===== config.mk =====
export PLATFORM = sky130hd
export DESIGN_NAME = decode_hazard_ctrl
export DESIGN_NICKNAME = d
export VERILOG_FILES = /design/src/rtl/decode_hazard_pkg.sv /design/src/rtl/decode_hazard_ctrl_reg_pend_cnt.sv /design/src/rtl/decode_hazard_ctrl.sv
export SDC_FILE = /design/constraint.sdc
export NUM_CORES = 1
export LEC_CHECK = 0
export CORE_ASPECT_RATIO = 1.4
export CORE_UTILIZATION = 57
export CTS_BUF_LIST = sky130_fd_sc_hd__clkbuf_16
export CTS_CLUSTER_SIZE = 10
export DETAILED_ROUTE_END_ITERATION = 10
export PLACE_DENSITY = 0.85
export REMOVE_ABC_BUFFERS = 1
export SYNTH_ARGS = -nofsm -noshare
export SYNTH_HDL_FRONTEND = slang
export SYNTH_HIERARCHICAL = 1
export SYNTH_SLANG_ARGS = --single-unit

===== constraint.sdc =====
create_clock -name clk -period 3.5 [get_ports clk]
set_input_delay 0.35 -clock clk [delete_from_list [all_inputs] [get_ports clk]]
set_output_delay 0.35 -clock clk [all_outputs]
set_load 0.05 [all_outputs]

===== src/rtl/decode_hazard_pkg.sv =====
// Shared encodings for the decode-stage interlock: FSM states and counter sizing.
package decode_hazard_pkg;

  typedef enum logic [1:0] {
    ST_RUN    = 2'b00,
    ST_DRAIN  = 2'b01,
    ST_HALTED = 2'b10
  } state_e;

  localparam int WB_LAT_DEF = 3;

  // A counter must be able to hold WB_LAT itself.
  function automatic int cnt_width(input int lat);
    return $clog2(lat + 1);
  endfunction

  localparam int CNT_W_DEF = cnt_width(WB_LAT_DEF);

endpackage


===== src/rtl/decode_hazard_ctrl_reg_pend_cnt.sv =====
// Per-register pending-write countdown: load on issue, hold on freeze, else count to 0.
module reg_pend_cnt
  import decode_hazard_pkg::*;
#(
  parameter int WB_LAT = WB_LAT_DEF,
  parameter int CW     = cnt_width(WB_LAT)
) (
  input  logic          clk,
  input  logic          rst,
  input  logic          load_i,
  input  logic          freeze_i,
  output logic [CW-1:0] cnt_o,
  output logic          nz_o
);

  logic [CW-1:0] cnt_q, cnt_d;

  // Load wins over freeze/decrement so a WAW re-arms the full latency.
  always_comb begin
    cnt_d = cnt_q;
    if (load_i)
      cnt_d = CW'(WB_LAT);
    else if (!freeze_i && (cnt_q != '0))
      cnt_d = cnt_q - CW'(1);
  end

  always_ff @(posedge clk) begin
    if (rst) cnt_q <= '0;
    else     cnt_q <= cnt_d;
  end

  assign cnt_o = cnt_q;
  assign nz_o  = (cnt_q != '0);

endmodule


===== src/rtl/decode_hazard_ctrl.sv =====
// Decode interlock: per-register write scoreboard, issue/stall decision, dump drain FSM.
module decode_hazard_ctrl
  import decode_hazard_pkg::*;
#(
  parameter int WB_LAT = 3,
  parameter int BYPASS = 1,
  parameter int NREG   = 8
) (
  input  logic       clk,
  input  logic       rst,
  input  logic       id_valid,
  input  logic [2:0] id_rd1_sel,
  input  logic       id_rd1_use,
  input  logic [2:0] id_rd2_sel,
  input  logic       id_rd2_use,
  input  logic       id_wr_en,
  input  logic [2:0] id_wr_sel,
  input  logic       id_dump,
  input  logic       ex_stall,
  input  logic       flush,
  output logic       issue,
  output logic       stall_id,
  output logic       halt,
  output logic       busy,
  output logic       err
);

  localparam int            CW  = cnt_width(WB_LAT);
  localparam logic [CW-1:0] BYP = CW'(BYPASS);

  logic [NREG-1:0][CW-1:0] cnt;
  logic [NREG-1:0]         nz;
  logic                    haz1, haz2, hazard;
  state_e                  state_q, state_d;
  logic                    err_q, err_d;

  genvar gi;
  generate
    for (gi = 0; gi < NREG; gi++) begin : g_cnt
      reg_pend_cnt #(.WB_LAT(WB_LAT), .CW(CW)) u_cnt (
        .clk      (clk),
        .rst      (rst),
        .load_i   (issue & id_wr_en & (id_wr_sel == 3'(gi))),
        .freeze_i (ex_stall),
        .cnt_o    (cnt[gi]),
        .nz_o     (nz[gi])
      );
    end
  endgenerate

  // With bypass a value of 1 means the write lands this cycle and is forwarded.
  assign haz1   = id_rd1_use & (cnt[id_rd1_sel] > BYP);
  assign haz2   = id_rd2_use & (cnt[id_rd2_sel] > BYP);
  assign hazard = haz1 | haz2;

  assign issue    = id_valid & ~hazard & ~ex_stall & ~flush & (state_q == ST_RUN);
  assign stall_id = (id_valid & ~issue & ~flush) | (state_q != ST_RUN);
  assign busy     = |nz;
  assign halt     = (state_q == ST_HALTED);
  assign err      = err_q;

  always_comb begin
    state_d = state_q;
    unique case (state_q)
      ST_RUN:    if (issue && id_dump) state_d = ST_DRAIN;
      ST_DRAIN:  if (!busy)            state_d = ST_HALTED;
      ST_HALTED: state_d = ST_HALTED;
      default:   state_d = ST_RUN;
    endcase
  end

  always_comb begin
    err_d = err_q
          | (issue & id_dump & id_wr_en)
          | (id_valid & (state_q == ST_HALTED));
  end

  always_ff @(posedge clk) begin
    if (rst) begin
      state_q <= ST_RUN;
      err_q   <= 1'b0;
    end else begin
      state_q <= state_d;
      err_q   <= err_d;
    end
  end

endmodule


# Word-level counts from Yosys, hierarchy flattened

Cells that the tools add are included.

Bits in registers: 19
Bits in latches: 0
RAM bits: 0
Memory bits (read-only): 0
Input port bits: 18
Output and inout bits: 5
Logic and storage cells: 115
Memories kept: 0

Add/subtract/negate cells: 8
Multipliers: 0
Divide/modulo/power cells: 0
$lt $le $gt $ge: 4
Equal/unequal tests: 11
Shifts and indexed selects: 0
Multiplexer cells: 23
Bitwise operators: 28
Reduce and logical (&&, ||, !) cells: 31

Operator list:

| cell                  | count |
|---|---|
| $mux W2               | 20 |
| $reduce_bool A2 Y1    | 17 |
| $and A1 B1 Y1         | 20 |
| $sub A2 B1 Y2 const B | 8 |
| $bmux W2 S3           | 2 |
| $eq A3 B3 Y1 const B  | 4 |
| $logic_and A1 B1 Y1   | 9 |
| $lt A3 B4 Y1 const B  | 2 |
| $reduce_or A8 Y1      | 1 |
| $eq A3 B2 Y1 const B  | 2 |
| $pmux W2 S3           | 1 |
| $gt A2 B1 Y1 const B  | 2 |
| $not A1 Y1            | 4 |
| $or A1 B1 Y1          | 4 |
| $eq A3 B1 Y1 const B  | 1 |
| $logic_not A3 Y1      | 1 |
| $eq A2 B1 Y1 const B  | 1 |
| $eq A2 B2 Y1 const B  | 1 |
| $logic_not A2 Y1      | 1 |
| $ne A2 B1 Y1 const B  | 1 |
| $ne A2 B2 Y1 const B  | 1 |
| $reduce_and A2 Y1     | 1 |
| $logic_not A1 Y1      | 1 |

# Depth between registers and ports, before layout

Gate-level depths: netlist of the first run.

Depth in word-level cells: 14
Gate-level depth with buffers: 8
Mapped depth without buffers: 8

# Hierarchy

Netlist of the first run, hierarchy kept.

By module, submodules not included:

| module             | times used | cells an instance | area each (um^2) | sequential area each (um^2) |
|---|---|---|---|---|
| reg_pend_cnt       | 8          | 13                | 110.1            | 40.0 |
| decode_hazard_ctrl | 1          | 58                | 489.2            | 60.1 |

# Worst setup path after synthesis of the first run

OpenSTA, ideal clock, no wires.

Path type: input -> output
From: in id_rd1_sel[0]
To: out stall_id
Data arrival time: 2.353 ns
Required time: 3.150 ns
Path slack: 0.797 ns
Stages: 5
Path buffers: 0
Cell sequence: mux4_2 a2bb2oi_1 a2111oi_4 and2_4 o21ai_0

Longest elaborated chain between the ends: 14

RTL lines:

| element                       | RTL line                 | text |
|---|---|---|
| start: declaration            | decode_hazard_ctrl.sv:12 | `input logic [2:0] id_rd1_sel,` |
| $bmux W2 S3                   | decode_hazard_ctrl.sv:52 | `assign haz1 = id_rd1_use & (cnt[id_rd1_sel] > BYP);` |
| $mux W2 (implied by the code) | decode_hazard_ctrl.sv:52 |  |
| $gt A2 B1 Y1                  | decode_hazard_ctrl.sv:52 |  |
| $and A1 B1 Y1                 | decode_hazard_ctrl.sv:52 |  |
| $or A1 B1 Y1                  | decode_hazard_ctrl.sv:54 | `assign hazard = haz1 \| haz2;` |
| $not A1 Y1                    | decode_hazard_ctrl.sv:56 | `assign issue = id_valid & ~hazard & ~ex_stall & ~flush & (state_q == ST_RUN);` |
| $and A1 B1 Y1 (4 in series)   | decode_hazard_ctrl.sv:56 |  |
| via issue                     | decode_hazard_ctrl.sv:21 | `output logic issue,` |
| $not A1 Y1                    | decode_hazard_ctrl.sv:57 | `assign stall_id = (id_valid & ~issue & ~flush) \| (state_q != ST_RUN);` |
| $and A1 B1 Y1 (2 in series)   | decode_hazard_ctrl.sv:57 |  |
| $or A1 B1 Y1                  | decode_hazard_ctrl.sv:57 |  |
| end: declaration              | decode_hazard_ctrl.sv:22 | `output logic stall_id,` |

The timed path passes the listed nets, and every way through them passes these cells. The select of a mux whose other input is x is not followed.

# Worst setup path after layout of the first run

From: in id_rd1_sel[0]
To: reg g_cnt[4].u_cnt.cnt_q[1]

Longest elaborated chain between the ends: 13
Elaborated cells on any way between the ends: 14
Classes of those cells: order compare (1); mux (3); bitwise (9); reduce/logical (1)

RTL lines:

| element                                       | RTL line                              | text |
|---|---|---|
| $bmux W2 S3 (*)                               | decode_hazard_ctrl.sv:52              |  |
| $mux W2 (implied by the code) (*)             | decode_hazard_ctrl.sv:52              |  |
| $gt A2 B1 Y1 (*)                              | decode_hazard_ctrl.sv:52              |  |
| $and A1 B1 Y1 (*)                             | decode_hazard_ctrl.sv:52              |  |
| $or A1 B1 Y1 (*)                              | decode_hazard_ctrl.sv:54              |  |
| $not A1 Y1 (*)                                | decode_hazard_ctrl.sv:56              |  |
| $and A1 B1 Y1 (*) (4 in series)               | decode_hazard_ctrl.sv:56              |  |
| $and A1 B1 Y1 (*) (2 in series)               | decode_hazard_ctrl.sv:43              | `.load_i (issue & id_wr_en & (id_wr_sel == 3'(gi))),` |
| $mux W2 or $reduce_bool A2 Y1 (tied branches) | --                                    |  |
| end signal: assignment                        | decode_hazard_ctrl_reg_pend_cnt.sv:29 | `else cnt_q <= cnt_d;` |
| end: declaration                              | decode_hazard_ctrl_reg_pend_cnt.sv:16 | `logic [CW-1:0] cnt_q, cnt_d;` |

Mark *: on every way between the ends. The rest lies on a longest branch, timed or not. The select of a mux whose other input is x is not followed.
A chain may end at the register's enable or synchronous reset.

==> metrics.txt, run 1 <==
# TYPE chip_impl_metric gauge
chip_impl_info{name="status",value="finished, violations left"} 1
chip_impl_info{name="violations",value="design-rule violations"} 1
chip_impl_metric{name="drt_drc_violations_left",unit=""} 2
chip_impl_metric{name="cts_buffers",unit=""} 3
chip_impl_metric{name="power.density",unit="mW/mm2"} 516
chip_impl_metric{name="dp_hpwl",unit="mm"} 2.38
chip_impl_metric{name="flow.area_growth_from_synthesis",unit="%"} 25.6
chip_impl_metric{name="timing.final.crit_share",unit="%"} 90.5
chip_impl_metric{name="placement.io_buffers",unit=""} 22
chip_impl_metric{name="maximum_number_of_pins_on_one_net_before_global_route_repair",unit=""} 26
chip_impl_info{name="cp_slowest_cell",value="sky130_fd_sc_hd__clkdlybuf4s50_1"} 1
chip_impl_metric{name="totalWireLength",unit="mm"} 3.23
chip_impl_metric{name="drt-initial-drc-count",unit=""} 49
chip_impl_metric{name="yosys_top_cell_area_share",unit="%"} 27.8
chip_impl_metric{name="clock-sinks",unit=""} 19
chip_impl_metric{name="starting_density",unit="%"} 61.5
chip_impl_info{name="setup_repair_after_global_routing_missed_its_margin",value="false"} 1
chip_impl_metric{name="leakage",unit="nW"} 0.654
chip_impl_metric{name="route.detailed.vias_per_inst",unit=""} 6.10
chip_impl_metric{name="clock_skew",unit="ns"} 0.00247
chip_impl_metric{name="synth_simple_gate_area_share",unit="%"} 30.0
chip_impl_metric{name="clock_latency_of_the_later_clocked_register_in_the_worst_skew_pair",unit="ns"} 0.25
chip_impl_info{name="category_of_the_worst_setup_path_launch_point",value="input pin"} 1
chip_impl_metric{name="achievable-frequency",unit="GHz"} 0.316
chip_impl_info{name="worstSetupPathType",value="input pin to register"} 1
chip_impl_metric{name="count_of_unique_library_cells_instantiated_by_yosys",unit=""} 27
chip_impl_metric{name="gp_congestion",unit=""} 0.845
chip_impl_metric{name="tightestPinTransition",unit="ns"} 0.738
chip_impl_metric{name="global_route.overflow_total",unit=""} 0
chip_impl_metric{name="floorplan.core_area",unit="mm2"} 0.00223
chip_impl_metric{name="synth_xor_area_share",unit="%"} 0
chip_impl_metric{name="layout-drive-gt1-share",unit="%"} 7.37
chip_impl_metric{name="vdd.ir_drop.worst",unit="uV"} 399
chip_impl_metric{name="die_area",unit="mm2"} 0.00261
chip_impl_metric{name="worstPathBufferInverterCount",unit=""} 1
chip_impl_metric{name="worst_ep_arrival_time",unit="ns"} 3.32
chip_impl_info{name="path_delay_family",value="simple AND/OR/NAND/NOR gates"} 1
chip_impl_metric{name="final.min_clock_period",unit="ns"} 3.17
chip_impl_metric{name="cts_post_setup_buffers_inserted",unit=""} 0
chip_impl_metric{name="worst-path-max-fanout",unit=""} 6
chip_impl_metric{name="synth-warning-count",unit=""} 6
chip_impl_metric{name="cts_resized",unit=""} 0
chip_impl_metric{name="area_fraction_in_compound_gates_after_synthesis",unit="%"} 15.3
chip_impl_metric{name="finalHoldWorstSlack",unit="ns"} 0.504
chip_impl_metric{name="io-pin-count",unit=""} 23
chip_impl_metric{name="final_hold_viol_count",unit=""} 0
chip_impl_metric{name="synth-seq-area-share",unit="%"} 27.8
chip_impl_metric{name="post_synth_fa_ha_maj_area_fraction",unit="%"} 11.0
chip_impl_info{name="crit_chain",value="clkdlybuf4s50_1, mux4_2, a2bb2oi_1, a2111oi_4, and2_4, nor4b_1, nor4b_1, a211oi_1"} 1
chip_impl_metric{name="endpoints_failing_setup",unit=""} 0
chip_impl_info{name="critPathMostFrequentCell",value="sky130_fd_sc_hd__nor4b_1"} 1
chip_impl_metric{name="cts_max_path_buffers",unit=""} 2
chip_impl_metric{name="dr_total_vias",unit=""} 1294
chip_impl_metric{name="fillers",unit=""} 166
chip_impl_metric{name="ant_nets",unit=""} 0
chip_impl_metric{name="postCtsHoldBufs",unit=""} 0
chip_impl_metric{name="slew_violations",unit=""} 0
chip_impl_info{name="postSynth.topFlopCell",value="sky130_fd_sc_hd__dfxtp_1"} 1
chip_impl_info{name="root_buffer",value="sky130_fd_sc_hd__clkbuf_16"} 1
chip_impl_metric{name="layout.cells.non_filler",unit=""} 212
chip_impl_info{name="worstHoldPathType",value="register to register"} 1
chip_impl_metric{name="placed_cells_incl_taps",unit=""} 208
chip_impl_metric{name="timing.critical_path.slowest_cell_delay",unit="ns"} 0.58
chip_impl_info{name="clock_tree_from_tritoncts",value="done"} 1
chip_impl_info{name="synth_most_common_cell",value="sky130_fd_sc_hd__inv_1"} 1
chip_impl_metric{name="worstPathRequired",unit="ns"} 3.65
chip_impl_metric{name="synth-edff-count",unit=""} 0
chip_impl_metric{name="antenna_found_initial",unit=""} 0
chip_impl_info{name="synthTopCellsByCount",value="sky130_fd_sc_hd__inv_1, sky130_fd_sc_hd__dfxtp_1, sky130_fd_sc_hd__nor2_1, sky130_fd_sc_hd__nor4b_1, sky130_fd_sc_hd__a211oi_1"} 1
chip_impl_info{name="main_combinational_cell_family_by_area_after_synthesis",value="simple AND/OR/NAND/NOR gates"} 1
chip_impl_metric{name="timing.slew.headroom",unit="%"} 50.7
chip_impl_metric{name="first_global_vias",unit=""} 1288
chip_impl_metric{name="netlist_area",unit="mm2"} 0.00137
chip_impl_metric{name="gr-usage-all-layers",unit="%"} 27.4
chip_impl_metric{name="die_height",unit="um"} 60.0
chip_impl_metric{name="tns_setup",unit="ns"} 0
chip_impl_info{name="yosys.area.top_type",value="sky130_fd_sc_hd__dfxtp_1"} 1
chip_impl_info{name="largest_cells_by_area_after_synthesis",value="sky130_fd_sc_hd__dfxtp_1, sky130_fd_sc_hd__nor4b_1, sky130_fd_sc_hd__ha_1, sky130_fd_sc_hd__a211oi_1, sky130_fd_sc_hd__inv_1"} 1
chip_impl_metric{name="antenna_cells_inserted",unit=""} 0
chip_impl_metric{name="clk_pin_slew_worst_paths",unit="ns"} 0.06
chip_impl_metric{name="max-cap-violations",unit=""} 0
chip_impl_metric{name="async_flop_share",unit="%"} 0
chip_impl_metric{name="horizontal_die_dimension",unit="um"} 43.4
chip_impl_metric{name="synth_area_per_cell",unit="um2"} 8.46
chip_impl_metric{name="cts.htree.levels",unit=""} 1
chip_impl_metric{name="ys_ff_latch",unit=""} 19
chip_impl_metric{name="post_synth_inst_count",unit=""} 162
chip_impl_metric{name="grt_pass1_wl",unit="mm"} 5.42
chip_impl_info{name="end_kind",value="register"} 1
chip_impl_metric{name="dr.pass1.iters",unit=""} 8
chip_impl_metric{name="synth.mux.area_fraction",unit="%"} 7.76
chip_impl_metric{name="layout.nets",unit=""} 221
chip_impl_metric{name="num_rows",unit=""} 20
chip_impl_metric{name="wire_length_per_cell",unit="um"} 15.2
-- worst min-delay path, cell delays in order, from the launching register on --
cell and delay, ns:
sky130_fd_sc_hd__dfxtp_1 0.33, sky130_fd_sc_hd__nand2b_1 0.07, sky130_fd_sc_hd__mux2i_1 0.06
-- placed cells by master (no fill, tap or decap) --
master                            count
sky130_fd_sc_hd__a211oi_1            16
sky130_fd_sc_hd__and2_4               1
sky130_fd_sc_hd__buf_4                3
sky130_fd_sc_hd__nor3_1               3
sky130_fd_sc_hd__nor2_1              19
sky130_fd_sc_hd__clkbuf_16            3
sky130_fd_sc_hd__ha_1                12
sky130_fd_sc_hd__a31oi_1              1
sky130_fd_sc_hd__inv_1               30
sky130_fd_sc_hd__buf_12               1
sky130_fd_sc_hd__o31a_1               1
sky130_fd_sc_hd__a2bb2oi_1            1
sky130_fd_sc_hd__mux4_2               2
sky130_fd_sc_hd__o211ai_1             1
sky130_fd_sc_hd__and3b_1              1
sky130_fd_sc_hd__a21oi_1              3
sky130_fd_sc_hd__mux2_2               1
sky130_fd_sc_hd__clkinv_2             1
sky130_fd_sc_hd__nand4_1              1
sky130_fd_sc_hd__a2111oi_4            1
sky130_fd_sc_hd__dfxtp_1             19
sky130_fd_sc_hd__or2_1                8
sky130_fd_sc_hd__nand2_1              4
sky130_fd_sc_hd__clkdlybuf4s50_1     20
sky130_fd_sc_hd__nor4_1               2
sky130_fd_sc_hd__nor3b_2              1
sky130_fd_sc_hd__nor4b_1             18
sky130_fd_sc_hd__o21ai_0              1
sky130_fd_sc_hd__mux2i_1              5
sky130_fd_sc_hd__nand3_1              2
sky130_fd_sc_hd__a41o_1               1
sky130_fd_sc_hd__nand2b_1             7
-- routing by layer --
layer	track usage (%)	up-vias	wire length, um
met3	3.93	2	119
met1	33.1	625	1420
met5	0	-	0
li1	-	636	-
met4	11.6	0	22
met2	47.8	31	1660
-- cells by family after synthesis --
family	after synthesis
AND/OR/NAND/NOR	67
buffers and inverters	30
AO/OA/AOI/OAI	26
flip-flops	19
adder cells (fa/ha/maj)	12
multiplexers	8
-- flip-flops by register name, summed over array words and instances (netlist names) --
| register | count |
|---|---|
| err | 1 |
| g_cnt.u_cnt/cnt_o | 16 |
| state_q | 2 |
-- final cells by class --
cell class / count / area, um2 / area share [%]
Clock buffer: 3 / 75.1 / 4.36
Multi-Input combinational cell: 113 / 877 / 51.0
Inverter: 30 / 113 / 6.55
Timing Repair Buffer: 24 / 243 / 14.1
Sequential cell: 19 / 380 / 22.1
Clock inverter: 1 / 5.00 / 0.291
Tap cell: 22 / 27.5 / 1.60
-- final timing paths --
path / slack, ns / startpoint / to / cells past startpoint
setup / recovery: 0.33 / id_rd1_sel[0] / g_cnt[4].u_cnt/cnt_o[1] / 8
hold / removal: 0.50 / state_q[0] / state_q[0] / 2
setup reg to reg: 0.71 / g_cnt[6].u_cnt/cnt_o[1] / g_cnt[4].u_cnt/cnt_o[1] / 7
hold reg to reg: 0.50 / state_q[0] / state_q[0] / 2
-- power by group --
part	switching (mW)	total (mW)	leakage [nW]	internal, mW
logic	0.212	0.371	0.459	0.159
clock network	0.0862	0.239	0.0409	0.153
registers	0.0278	0.277	0.155	0.249
total	0.326	0.887	0.654	0.561
-- metrics by stage --
stage / cell area (um2) / setup slack (ns) / total power, mW / utilization [%]
after CTS: 1720 / 0.374 / 0.887 / 77.2
after global placement: 1640 / 0.345 / 0.628 / 73.7
final: 1720 / 0.331 / 0.887 / 77.2
after detailed placement: 1640 / 0.196 / 0.646 / 73.7
after floorplan: 1370 / 0.797 / 0.531 / -
after global routing: 1720 / 0.165 / 0.936 / 77.2
Note: power is estimated with default switching activity, not from simulation.
==> inputs of run 2 (changes only) <==
SKIP_CTS_REPAIR_TIMING = 1   (was unset)
TNS_END_PERCENT = 10   (was unset)
==> results of run 2 <==
Same layout as run 1: the final DEF is identical, and so are final timing and power.
